$ cat src/rtl/cpu_types_pkg.sv
// Shared CPU-side types: RAM handshake status, word type, and the memory arbiter FSM states.
package cpu_types_pkg;

  localparam int WORD_W = 32;
  localparam int WDOG_W = 8;

  typedef logic [WORD_W-1:0] word_t;

  typedef enum logic [1:0] {
    FREE   = 2'b00,
    BUSY   = 2'b01,
    ACCESS = 2'b10,
    ERROR  = 2'b11
  } ramstate_t;

  typedef enum logic [1:0] {
    IDLE = 2'b00,
    DACC = 2'b01,
    IACC = 2'b10,
    DONE = 2'b11
  } arb_state_t;

endpackage

$ cat src/rtl/mem_watchdog.sv
// Saturating access-duration counter; expired is high once TIMEOUT cycles have been counted.
module mem_watchdog
  import cpu_types_pkg::*;
#(
  parameter int TIMEOUT = 64
) (
  input  logic CLK,
  input  logic RST,
  input  logic clear,
  input  logic enable,
  output logic expired
);

  localparam logic [WDOG_W-1:0] LIMIT = WDOG_W'(TIMEOUT);

  logic [WDOG_W-1:0] count_reg;

  always_ff @(posedge CLK or posedge RST) begin
    if (RST) begin
      count_reg <= '0;
    end else if (clear) begin
      count_reg <= '0;
    end else if (enable && (count_reg != LIMIT)) begin
      count_reg <= count_reg + 1'b1;
    end
  end

  assign expired = (count_reg == LIMIT);

endmodule

$ cat src/rtl/mem_arbiter.sv
// Single-port RAM arbiter: data beats instruction, no preemption, registered hits/loads,
// and a watchdog that turns a hung RAM access into a completed, faulted transaction.
module mem_arbiter
  import cpu_types_pkg::*;
#(
  parameter int ADDR_W  = 32,
  parameter int DATA_W  = 32,
  parameter int TIMEOUT = 64
) (
  input  logic              CLK,
  input  logic              RST,
  input  logic              imemREN,
  input  logic [ADDR_W-1:0] imemaddr,
  output logic              ihit,
  output logic [DATA_W-1:0] imemload,
  input  logic              dmemREN,
  input  logic              dmemWEN,
  input  logic [ADDR_W-1:0] dmemaddr,
  input  logic [DATA_W-1:0] dmemstore,
  output logic              dhit,
  output logic [DATA_W-1:0] dmemload,
  output logic              ramREN,
  output logic              ramWEN,
  output logic [ADDR_W-1:0] ramaddr,
  output logic [DATA_W-1:0] ramstore,
  input  logic [DATA_W-1:0] ramload,
  input  logic [1:0]        ramstate,
  output logic              fault
);

  arb_state_t        state_reg, state_next;
  logic [ADDR_W-1:0] addr_reg, addr_next;
  logic [DATA_W-1:0] store_reg, store_next;
  logic [DATA_W-1:0] iload_reg, iload_next;
  logic [DATA_W-1:0] dload_reg, dload_next;
  logic              write_reg, write_next;
  logic              fault_reg, fault_next;
  logic              ihit_reg, ihit_next;
  logic              dhit_reg, dhit_next;

  ramstate_t ram_st;
  logic      in_access;
  logic      wd_clear;
  logic      wd_expired;
  logic      exit_ok;
  logic      exit_bad;

  assign ram_st    = ramstate_t'(ramstate);
  assign in_access = (state_reg == DACC) || (state_reg == IACC);
  // A real ACCESS wins over a watchdog expiry seen in the same cycle.
  assign exit_ok   = in_access && (ram_st == ACCESS);
  assign exit_bad  = in_access && !exit_ok && ((ram_st == ERROR) || wd_expired);

  mem_watchdog #(
    .TIMEOUT(TIMEOUT)
  ) u_watchdog (
    .CLK    (CLK),
    .RST    (RST),
    .clear  (wd_clear),
    .enable (in_access),
    .expired(wd_expired)
  );

  always_comb begin
    state_next = state_reg;
    addr_next  = addr_reg;
    store_next = store_reg;
    iload_next = iload_reg;
    dload_next = dload_reg;
    write_next = write_reg;
    fault_next = fault_reg;
    ihit_next  = 1'b0;
    dhit_next  = 1'b0;
    wd_clear   = 1'b0;

    case (state_reg)
      IDLE: begin
        if (dmemREN || dmemWEN) begin
          addr_next  = dmemaddr;
          store_next = dmemstore;
          write_next = dmemWEN;
          wd_clear   = 1'b1;
          state_next = DACC;
          if (dmemREN && dmemWEN) begin
            fault_next = 1'b1;
          end
        end else if (imemREN) begin
          addr_next  = imemaddr;
          write_next = 1'b0;
          wd_clear   = 1'b1;
          state_next = IACC;
        end
      end
      DACC, IACC: begin
        if (exit_ok || exit_bad) begin
          state_next = DONE;
          if (state_reg == DACC) begin
            dload_next = exit_ok ? ramload : '1;
            dhit_next  = 1'b1;
          end else begin
            iload_next = exit_ok ? ramload : '1;
            ihit_next  = 1'b1;
          end
          if (exit_bad) begin
            fault_next = 1'b1;
          end
        end
      end
      DONE: begin
        state_next = IDLE;
      end
      default: begin
        state_next = IDLE;
      end
    endcase
  end

  always_ff @(posedge CLK or posedge RST) begin
    if (RST) begin
      state_reg <= IDLE;
      addr_reg  <= '0;
      store_reg <= '0;
      iload_reg <= '0;
      dload_reg <= '0;
      write_reg <= 1'b0;
      fault_reg <= 1'b0;
      ihit_reg  <= 1'b0;
      dhit_reg  <= 1'b0;
    end else begin
      state_reg <= state_next;
      addr_reg  <= addr_next;
      store_reg <= store_next;
      iload_reg <= iload_next;
      dload_reg <= dload_next;
      write_reg <= write_next;
      fault_reg <= fault_next;
      ihit_reg  <= ihit_next;
      dhit_reg  <= dhit_next;
    end
  end

  // write_reg is cleared on instruction grants, so it alone selects the strobe.
  assign ramREN   = in_access && !write_reg;
  assign ramWEN   = (state_reg == DACC) && write_reg;
  assign ramaddr  = addr_reg;
  assign ramstore = store_reg;
  assign ihit     = ihit_reg;
  assign dhit     = dhit_reg;
  assign imemload = iload_reg;
  assign dmemload = dload_reg;
  assign fault    = fault_reg;

endmodule

$ cat config.mk
export PLATFORM = sky130hd
export DESIGN_NAME = mem_arbiter
export DESIGN_NICKNAME = d
export VERILOG_FILES = /design/src/rtl/cpu_types_pkg.sv /design/src/rtl/mem_watchdog.sv /design/src/rtl/mem_arbiter.sv
export SDC_FILE = /design/constraint.sdc
export NUM_CORES = 1
export LEC_CHECK = 0
export ABC_CLOCK_PERIOD_IN_PS = 9600
export CORE_MARGIN = 2
export CORE_UTILIZATION = 40
export CTS_BUF_LIST = sky130_fd_sc_hd__clkbuf_8
export CTS_CLUSTER_SIZE = 40
export DETAILED_ROUTE_END_ITERATION = 7
export GPL_ROUTABILITY_DRIVEN = 0
export GPL_TIMING_DRIVEN = 0
export PLACE_DENSITY = 0.77
export SLEW_MARGIN = 10
export SYNTH_ARGS = -nofsm -noshare
export SYNTH_HDL_FRONTEND = slang
export SYNTH_HIERARCHICAL = 1
export SYNTH_SLANG_ARGS = --single-unit
$ cat constraint.sdc
create_clock -name CLK -period 9.6 [get_ports CLK]
set_input_delay 0.96 -clock CLK [delete_from_list [all_inputs] [get_ports CLK]]
set_output_delay 0.96 -clock CLK [all_outputs]
set_load 0.02 [all_outputs]
## Yosys cells after proc, flatten, opt, wreduce, memory -nomap -nowiden

Index checks and enable logic that the tools add are counted.
Widths: inputs -> output; s select.

- Multiply operators: 0
- Equality and inequality tests: 12
- $lt $le $gt $ge: 0
- Shift operators: 0
- Bitwise logic cells: 1
- Muxes and demuxes: 25
- Reductions and logical operators: 24
- $add $sub $neg: 1
- Div/mod/pow operators: 0

Operator list:

| kind | number |
|---|---|
| $mux 32 | 3 |
| $mux 8 | 2 |
| $mux 1 | 15 |
| $add 8x1->8 const B | 1 |
| $eq 2x2->1 const B | 4 |
| $eq 8x7->1 const B | 1 |
| $ne 2x2->1 const B | 4 |
| $ne 8x7->1 const B | 1 |
| $logic_and 1x1->1 | 7 |
| $mux 2 | 3 |
| $pmux 2 s3 | 1 |
| $reduce_and 2->1 | 3 |
| $reduce_and 3->1 | 2 |
| $reduce_bool 2->1 | 3 |
| $reduce_and 5->1 | 1 |
| $logic_or 1x1->1 | 4 |
| $ne 3x3->1 const B | 1 |
| $eq 2x1->1 const B | 1 |
| $logic_not 1->1 | 2 |
| $logic_not 2->1 | 1 |
| $pmux 1 s2 | 1 |
| $reduce_or 2->1 | 1 |
| $not 1->1 | 1 |

- Memory bits (writable): 0
- Register bits after elaboration: 142
- Input bits: 135
- Output and inout port bits: 133
- Latch bits: 0
- Memory bits (read-only): 0
- Memories: 0

## Longest topological paths before layout

Gate-level depths: netlist (run 1).

- Depth after elaboration: 9
- Depth in mapped cells: 10
- Depth with buffers taken out: 7

## By module

The synthesis (run 1) kept the hierarchy.

Modules (own cells, without submodules):

| module | area each (µm²) | sequential area each (µm²) | instances | cells each |
|---|---|---|---|---|
| mem_arbiter | 5621.6 | 3353.2 | 1 | 482 |
| mem_watchdog | 457.9 | 200.2 | 1 | 49 |

## Worst setup path before layout (run 1)

Ideal clock, no wire load.

- Path type: reg-to-output
- Start point: register state_reg[1]
- End point: output ramWEN
- Stages on the path, launching flop included: 6
- Required time: 8.640 ns
- Setup slack: 7.246 ns
- Path buffers: 2
- Arrival time: 1.394 ns
- Cells stage by stage: dfrtp_1 > inv_1 > ha_1 > buf_2 > clkbuf_1 > and2_1

- Longest elaborated chain between the ends: 2

RTL lines:

| item | line | source |
|---|---|---|
| start, declared | mem_arbiter.sv:31 | `arb_state_t state_reg, state_next;` |
| start signal, assigned | mem_arbiter.sv:130 | `state_reg <= state_next;` |
| $eq 2x1->1 | mem_arbiter.sv:144 | `assign ramWEN = (state_reg == DACC) && write_reg;` |
| $logic_and 1x1->1 | mem_arbiter.sv:144 |  |
| end, declared | mem_arbiter.sv:23 | `output logic ramWEN,` |

Every way passes these cells.

## Final worst setup path (run 1)

Ends and elaborated chain as after synthesis.

==> results of run 1 <==
==> critical path: cells and delay by family (launching register included) <==
kind                     cells  cell delay (ps)
adder cells (fa/ha/maj)      1              310
buffers and inverters        4             1470
flip-flops                   1              370
AND/OR/NAND/NOR              1              220
==> placed cells by master (no fill, tap or decap), types with 3 or more instances in the layout <==
master,n
clkdlybuf4s50_1,267
dfrtp_1,142
nand2_1,68
o21ai_0,56
nor2_1,37
o21ai_1,36
mux2i_1,35
mux2_2,31
o31ai_1,28
clkbuf_8,18
clkbuf_1,12
buf_2,11
mux2_4,10
buf_4,9
inv_1,9
ha_1,5
clkinvlp_4,5
or2_2,4
buf_6,4
nand4_1,4
a21oi_1,3
inv_6,3
clkinv_2,3
==> Yosys cell counts (all sizes together), types with 2 or more instances <==
| master | instances |
|---|---|
| dfrtp | 142 |
| o21ai | 94 |
| nand2 | 68 |
| mux2 | 42 |
| nor2 | 39 |
| mux2i | 35 |
| o31ai | 29 |
| buf | 24 |
| clkbuf | 12 |
| inv | 10 |
| ha | 5 |
| nand4 | 4 |
| or2 | 4 |
| a21oi | 3 |
| a31o | 2 |
| nand2b | 2 |
| or3 | 2 |
| xor2 | 2 |
==> area by class of cell <==
class                           count  area, um2
Fill cell                        1184       5623
Sequential cell                   142       3553
Timing Repair Buffer              268       2700
Multi-Input combinational cell    343       2276
Clock buffer                       18      247.7
Tap cell                          188      235.2
Buffer                             36      212.7
Clock inverter                     14      142.6
Inverter                           10      42.54
==> logic make-up (layout without fill, tap and decap cells) <==
| family | Yosys count | in the layout | synth area share [%] |
|---|---|---|---|
| compound gates | 131 | 131 | 12.72 |
| xor+xnor | 2 | 2 | 0.2882 |
| fa+ha+maj | 5 | 5 | 1.029 |
| buf+inv | 46 | 346 | 4.116 |
| flops | 142 | 142 | 58.45 |
| mux | 77 | 77 | 14.16 |
| simple gates | 128 | 128 | 9.240 |
==> report_power, final <==
part           internal [mW]  total (mW)  switching (mW)
logic                  0.842        1.79           0.950
clock network          0.237       0.471           0.234
registers              0.895        1.06           0.164
total                   1.97        3.32            1.35
==> through the flow <==
step	hold WS, ps	total power, mW	instance area [um2]	utilization (%)
2_1_floorplan	459.9	2.016	6080	-
3_3_place_gp	454.4	2.798	8987	59.78
3_5_place_dp	463.4	2.865	9020	60.00
4_1_cts	482.0	3.347	9410	62.60
5_1_grt	508.5	3.528	9410	62.60
6_report	481.0	3.322	9410	62.60
==> final timing paths <==
| path | slack [ps] | cells after the start | end | from |
|---|---|---|---|---|
| worst max-delay path | 5830 | 6 | ramWEN | state_reg[1] |
| worst min-delay path | 480 | 2 | ramaddr[25] | ramaddr[25] |
| worst max register to register | 7350 | 9 | imemload[15] | u_watchdog/count_reg[0] |
| worst min register to register | 480 | 2 | ramaddr[25] | ramaddr[25] |
| max in group asynchronous | 7880 | 3 | ramstore[28] | RST |
| min in group asynchronous | 880 | 2 | u_watchdog/count_reg[2] | RST |
==> routing by layer <==
metal	vias up	share of wire (%)	GRT usage [%]
li1	2426	-	-
met1	2555	41	26.98
met2	193	51	36.93
met3	35	6.4	6.951
met4	0	2.1	7.563
met5	-	0	0
==> key figures, run 1 <==
Status
  – Status: finished, final reports clean

Global route
  – First-pass GRT wire length: about 28,000 um
  – Gr usage total: approximately 22%
  – Vias in the first global route: 5,424
  – Largest net degree at the start of global routing: 73
  – Antenna violations before repair: 0
  – Congestion Overflow GR: 0

Critical path
  – CP peak stage delay: a little over 600 ps
  – CP cell instances: inv_1, ha_1, buf_2, clkbuf_1, and2_1, clkdlybuf4s50_1
  – Critical path type: reg -> out
  – CP max FO: 10
  – CP max-delay cell: clkdlybuf4s50_1
  – Critical Path AT: approximately 2800 ps
  – WP data required: around 8600 ps
  – Startpoint types: flip-flop
  – Setup crit end kind: output port

Synth
  – Mapped Cells: 531
  – Mean Syn Cell Area: between 10 and 15 um2
  – Number of synthesized flops with an enable pin: 0
  – Yosys Warn Count: 6
  – Async S/R FF share, synth: 100.0%
  – Yosys top cell by area: dfrtp_1
  – Sequential share of the synthesized area: roughly three fifths
  – Synth top area share: about 60%
  – Net Count, Synth: about 670
  – Synth area leaders: dfrtp_1 (58%), mux2i_1 (5.8%), mux2_2 (5.7%), o21ai_0 (4.6%), nand2_1 (4.2%)
  – Post-Syn Area: approximately 0.0061 mm2
  – Synth cell types: 40
  – Ys flop type: dfrtp_1
  – #FFs+latches synth: 142

Worst hold path
  – HP Class: reg -> reg

Floorplan
  – Height of the die: between 100 and 150 um
  – IO Count: 268
  – Core Box Area: approximately 0.015 mm2
  – Cell Rows: between 40 and 50
  – Die area: about 0.016 mm2
  – Initial Util: about 40%
  – Die X: 127.3 um

Drt
  – Via count: roughly 5,200
  – First drt pass iteration count: 4
  – Via density: roughly 5.1
  – DRT iter0 DRCs: between 200 and 250
  – # DRC: 0
  – WL/cell: 17.23 um
  – DRT Wirelength: approximately 18,000 um
  – Antenna-violating nets left: 0

CTS
  – H-tree depth: 4
  – Clk slew on worst S/H paths: roughly 80 ps
  – Cts repair resizes: 0
  – Post-CTS Hold Fix Bufs: 0
  – Root Buffer: clkbuf_8
  – CTS sink count: between 100 and 150
  – Later-pin clock latency in the skew report: between 400 and 500 ps
  – CTS tree: done
  – CTS buffer count: 17
  – Clock buffer depth: 2
  – Post-CTS setup buffer count: 0

Timing
  – RSZ-0062 raised after global routing: no
  – Setup_tns: 0 ps
  – Clk_skew: ~7.7 ps
  – Final setup vio count: 0
  – Final max-slew violation count: 0
  – Slew HR: ~60%
  – Tmin final: 3775 ps
  – Slew @ Worst Pin: slightly below 600 ps
  – Period Utilization, post-route: around two fifths
  – Final hold viol count: 0
  – Post-route setup slack: roughly 5800 ps
  – Fmax: 0.2649 GHz

Place
  – DP HPWL: 13,250 um
  – Placed cell count: a little under 1,000
  – Port buffer count: between 200 and 300
  – Pre-CTS WS: 6340 ps

Pwr
  – Leakage: approximately 4.0 nW
  – Max VDD drop: 170.8 uV
  – P per Cell Area: ~350 mW/mm2

Final layout
  – Antenna cells: 0
  – Layout cells sized above 1: between 10 and 15%
  – Nets: around 960
  – Synthesis-to-layout area growth: 54.79%
  – Final std cells w/o fill: between 1,000 and 1,500

Flow run
  – Max_cap viols: 0
Note: power is estimated with default switching activity, not from simulation.
==> run 2: changes to the inputs <==
ABC_CLOCK_PERIOD_IN_PS = 3410   (was 9600)
CORE_UTILIZATION = 39   (was 40)
PLACE_DENSITY = 0.78   (was 0.77)
clock period = 3.41 ns   (was 9.6 ns; I/O delays follow)
==> run 2 against run 1 <==
Largest cell class unchanged. Utilization down 0.39 points. Sequential power increased to 2.8 times the previous value. Non-clock buffer count grew 2. Cell count grew 0.20%. First-iteration DRC count is 0.90% higher. Setup slack got worse by 5500 ps. Wire length fell by 3.1%. Power rose to 2.8 times the previous value. Critical path depth unchanged. Highest routed layer unchanged. Largest power group unchanged. Clock power rose to 2.9 times the previous value. Sequential share of layout area decreased by 0.18 points. Die area up 2.5%.
==> key figures, run 2 (synthesis results as in run 1) <==
CTS
  – Later-pin clock latency in the skew report: between 400 and 500 ps
  – CTS sink count: between 100 and 150
  – Clock buffer depth: 2
  – Cts repair resizes: 0
  – Post-CTS setup buffer count: 0
  – Clk slew on worst S/H paths: around 90 ps
  – Post-CTS Hold Fix Bufs: 0
  – H-tree depth: 4
  – CTS buffer count: 17
  – Root Buffer: clkbuf_8
  – CTS tree: done

Global route
  – First-pass GRT wire length: 26,640 um
  – Congestion Overflow GR: 0
  – Vias in the first global route: approximately 5,200
  – Antenna violations before repair: 0
  – Gr usage total: 20.66%
  – Largest net degree at the start of global routing: 39

Critical path
  – R2R Path Start: u_watchdog/count_reg[0]
  – CP peak stage delay: around 630 ps
  – Worst Reg-to-Reg Cells: 9
  – FF-to-FF setup slack: 1110 ps
  – CP cell instances: inv_1, ha_1, buf_2, clkbuf_1, and2_1, clkdlybuf4s50_1
  – Setup crit end kind: output port
  – Startpoint types: flip-flop
  – Critical Path AT: approximately 2800 ps
  – Critical path type: reg -> out
  – FF-to-FF End: imemload[10]
  – CP max FO: 10
  – CP max-delay cell: clkdlybuf4s50_1
  – WP data required: between 3000 and 4000 ps

Drt
  – # DRC: 0
  – DRT Wirelength: ~17,000 um
  – Via density: approximately 5.0
  – First drt pass iteration count: 5
  – WL/cell: 16.66 um
  – Antenna-violating nets left: 0
  – Via count: 5,156
  – DRT iter0 DRCs: 225

Timing
  – Final hold viol count: 0
  – Slew HR: slightly below 60%
  – Hold_ws: 223.3 ps
  – Setup_tns: 0 ps
  – Slew @ Worst Pin: between 600 and 700 ps
  – Clk_skew: 18.20 ps
  – RSZ-0062 raised after global routing: no
  – Tmin final: approximately 3100 ps
  – Final setup vio count: 0
  – Period Utilization, post-route: 91.75%
  – Post-route setup slack: about 280 ps
  – Fmax: roughly 0.32 GHz
  – Final max-slew violation count: 0

Final layout
  – Commonest non-fill, non-tap cell in the layout: clkdlybuf4s50_1
  – Synthesis-to-layout area growth: 55.55%
  – Nets: between 900 and 1,000
  – Final std cells w/o fill: approximately 1,000
  – Design Area, Final: about 0.0095 mm2
  – Multi-input gate area: ~0.0023 mm2
  – Final Util: 62.21%
  – Most frequent cells in the layout: clkdlybuf4s50_1 (267), dfrtp_1 (142), nand2_1 (68), o21ai_0 (56), nor2_1 (37)
  – Layout cells sized above 1: between 10% and 20%
  – Fillers: around 1,200
  – FF+latch area: between 0.003 and 0.004 mm2
  – Antenna cells: 0

Flow run
  – Max_cap viols: 0

Floorplan
  – Height of the die: 128.9 um
  – Cell Rows: 45
  – Initial Util: between 30% and 40%
  – IO Count: between 200 and 300
  – Die X: about 130 um
  – Core Box Area: 0.01520 mm2
  – Die area: around 0.017 mm2

Place
  – Placed cell area: a little over 0.009 mm2
  – Port buffer count: between 200 and 300
  – Placed cell count: roughly 1,000
  – Pre-CTS WS: about 720 ps
  – DP HPWL: roughly 13,000 um

Pwr
  – Power Total: just over 9 mW
  – P per Cell Area: between 900 and 1000 mW/mm2
  – Max VDD drop: roughly 470 uV
  – Comb power frac: 53.7%
  – Clk pwr share: between 10% and 20%
  – Sw frac: 40.00%
  – Leakage: a little over 4 nW
  – Sequential cell fraction of total power: a little under a third
  – Psw: roughly 3.7 mW
  – Internal power: 5.608 mW

Worst hold path
  – HP Class: in -> async

Status
  – Status: finished, final reports clean
[run 2: worst max-delay path by stage]
| stage | start | end | slack, ps | depth (start not counted) |
|---|---|---|---|---|
| floorplan | RST | dhit | 1400 | 1 |
| global placement | RST | ramstore[19] | 130 | 2 |
| detailed placement | state_reg[1] | ramWEN | 720 | 6 |
| CTS | state_reg[1] | ramWEN | 230 | 6 |
| global route | state_reg[1] | ramWEN | 80 | 6 |
| finish | state_reg[1] | ramWEN | 280 | 6 |
[run 2: area by class of cell]
cell class                      instances  share of cell area, %
Clock inverter                         15                  1.813
Tap cell                              188                  2.487
Clock buffer                           17                  2.474
Timing Repair Buffer                  270                  28.90
Inverter                               10                 0.4366
Multi-Input combinational cell        343                  24.07
Buffer                                 36                  2.249
Sequential cell                       142                  37.58
[run 2: worst max-delay path: cells and delay by family, from the launching register on]
kind / cells / cell delay, ps
simple gates: 1 / 200
flops: 1 / 360
fa+ha+maj: 1 / 330
buf+inv: 4 / 1460
[run 2: routing by layer]
metal  part of all wire (%)  vias up  global-route usage, %
met3                    8.0       32                  6.778
met1                     41     2482                  24.66
met2                     49      217                  34.77
li1                       -     2425                      -
met4                    2.4        0                  8.056
met5                      0        -                      0
[run 2: power by group through the flow]
| stage | combinational, mW | sequential [mW] | clock, mW |
|---|---|---|---|
| 4_1_cts | 5.06 | 2.95 | 1.40 |
| 5_1_grt | 5.42 | 3.05 | 1.49 |
| 3_3_place_gp | 4.98 | 2.95 | 0 |
| 3_5_place_dp | 5.05 | 2.98 | 0 |
| 2_1_floorplan | 1.78 | 3.89 | 0 |
| 6_report | 5.02 | 2.95 | 1.38 |
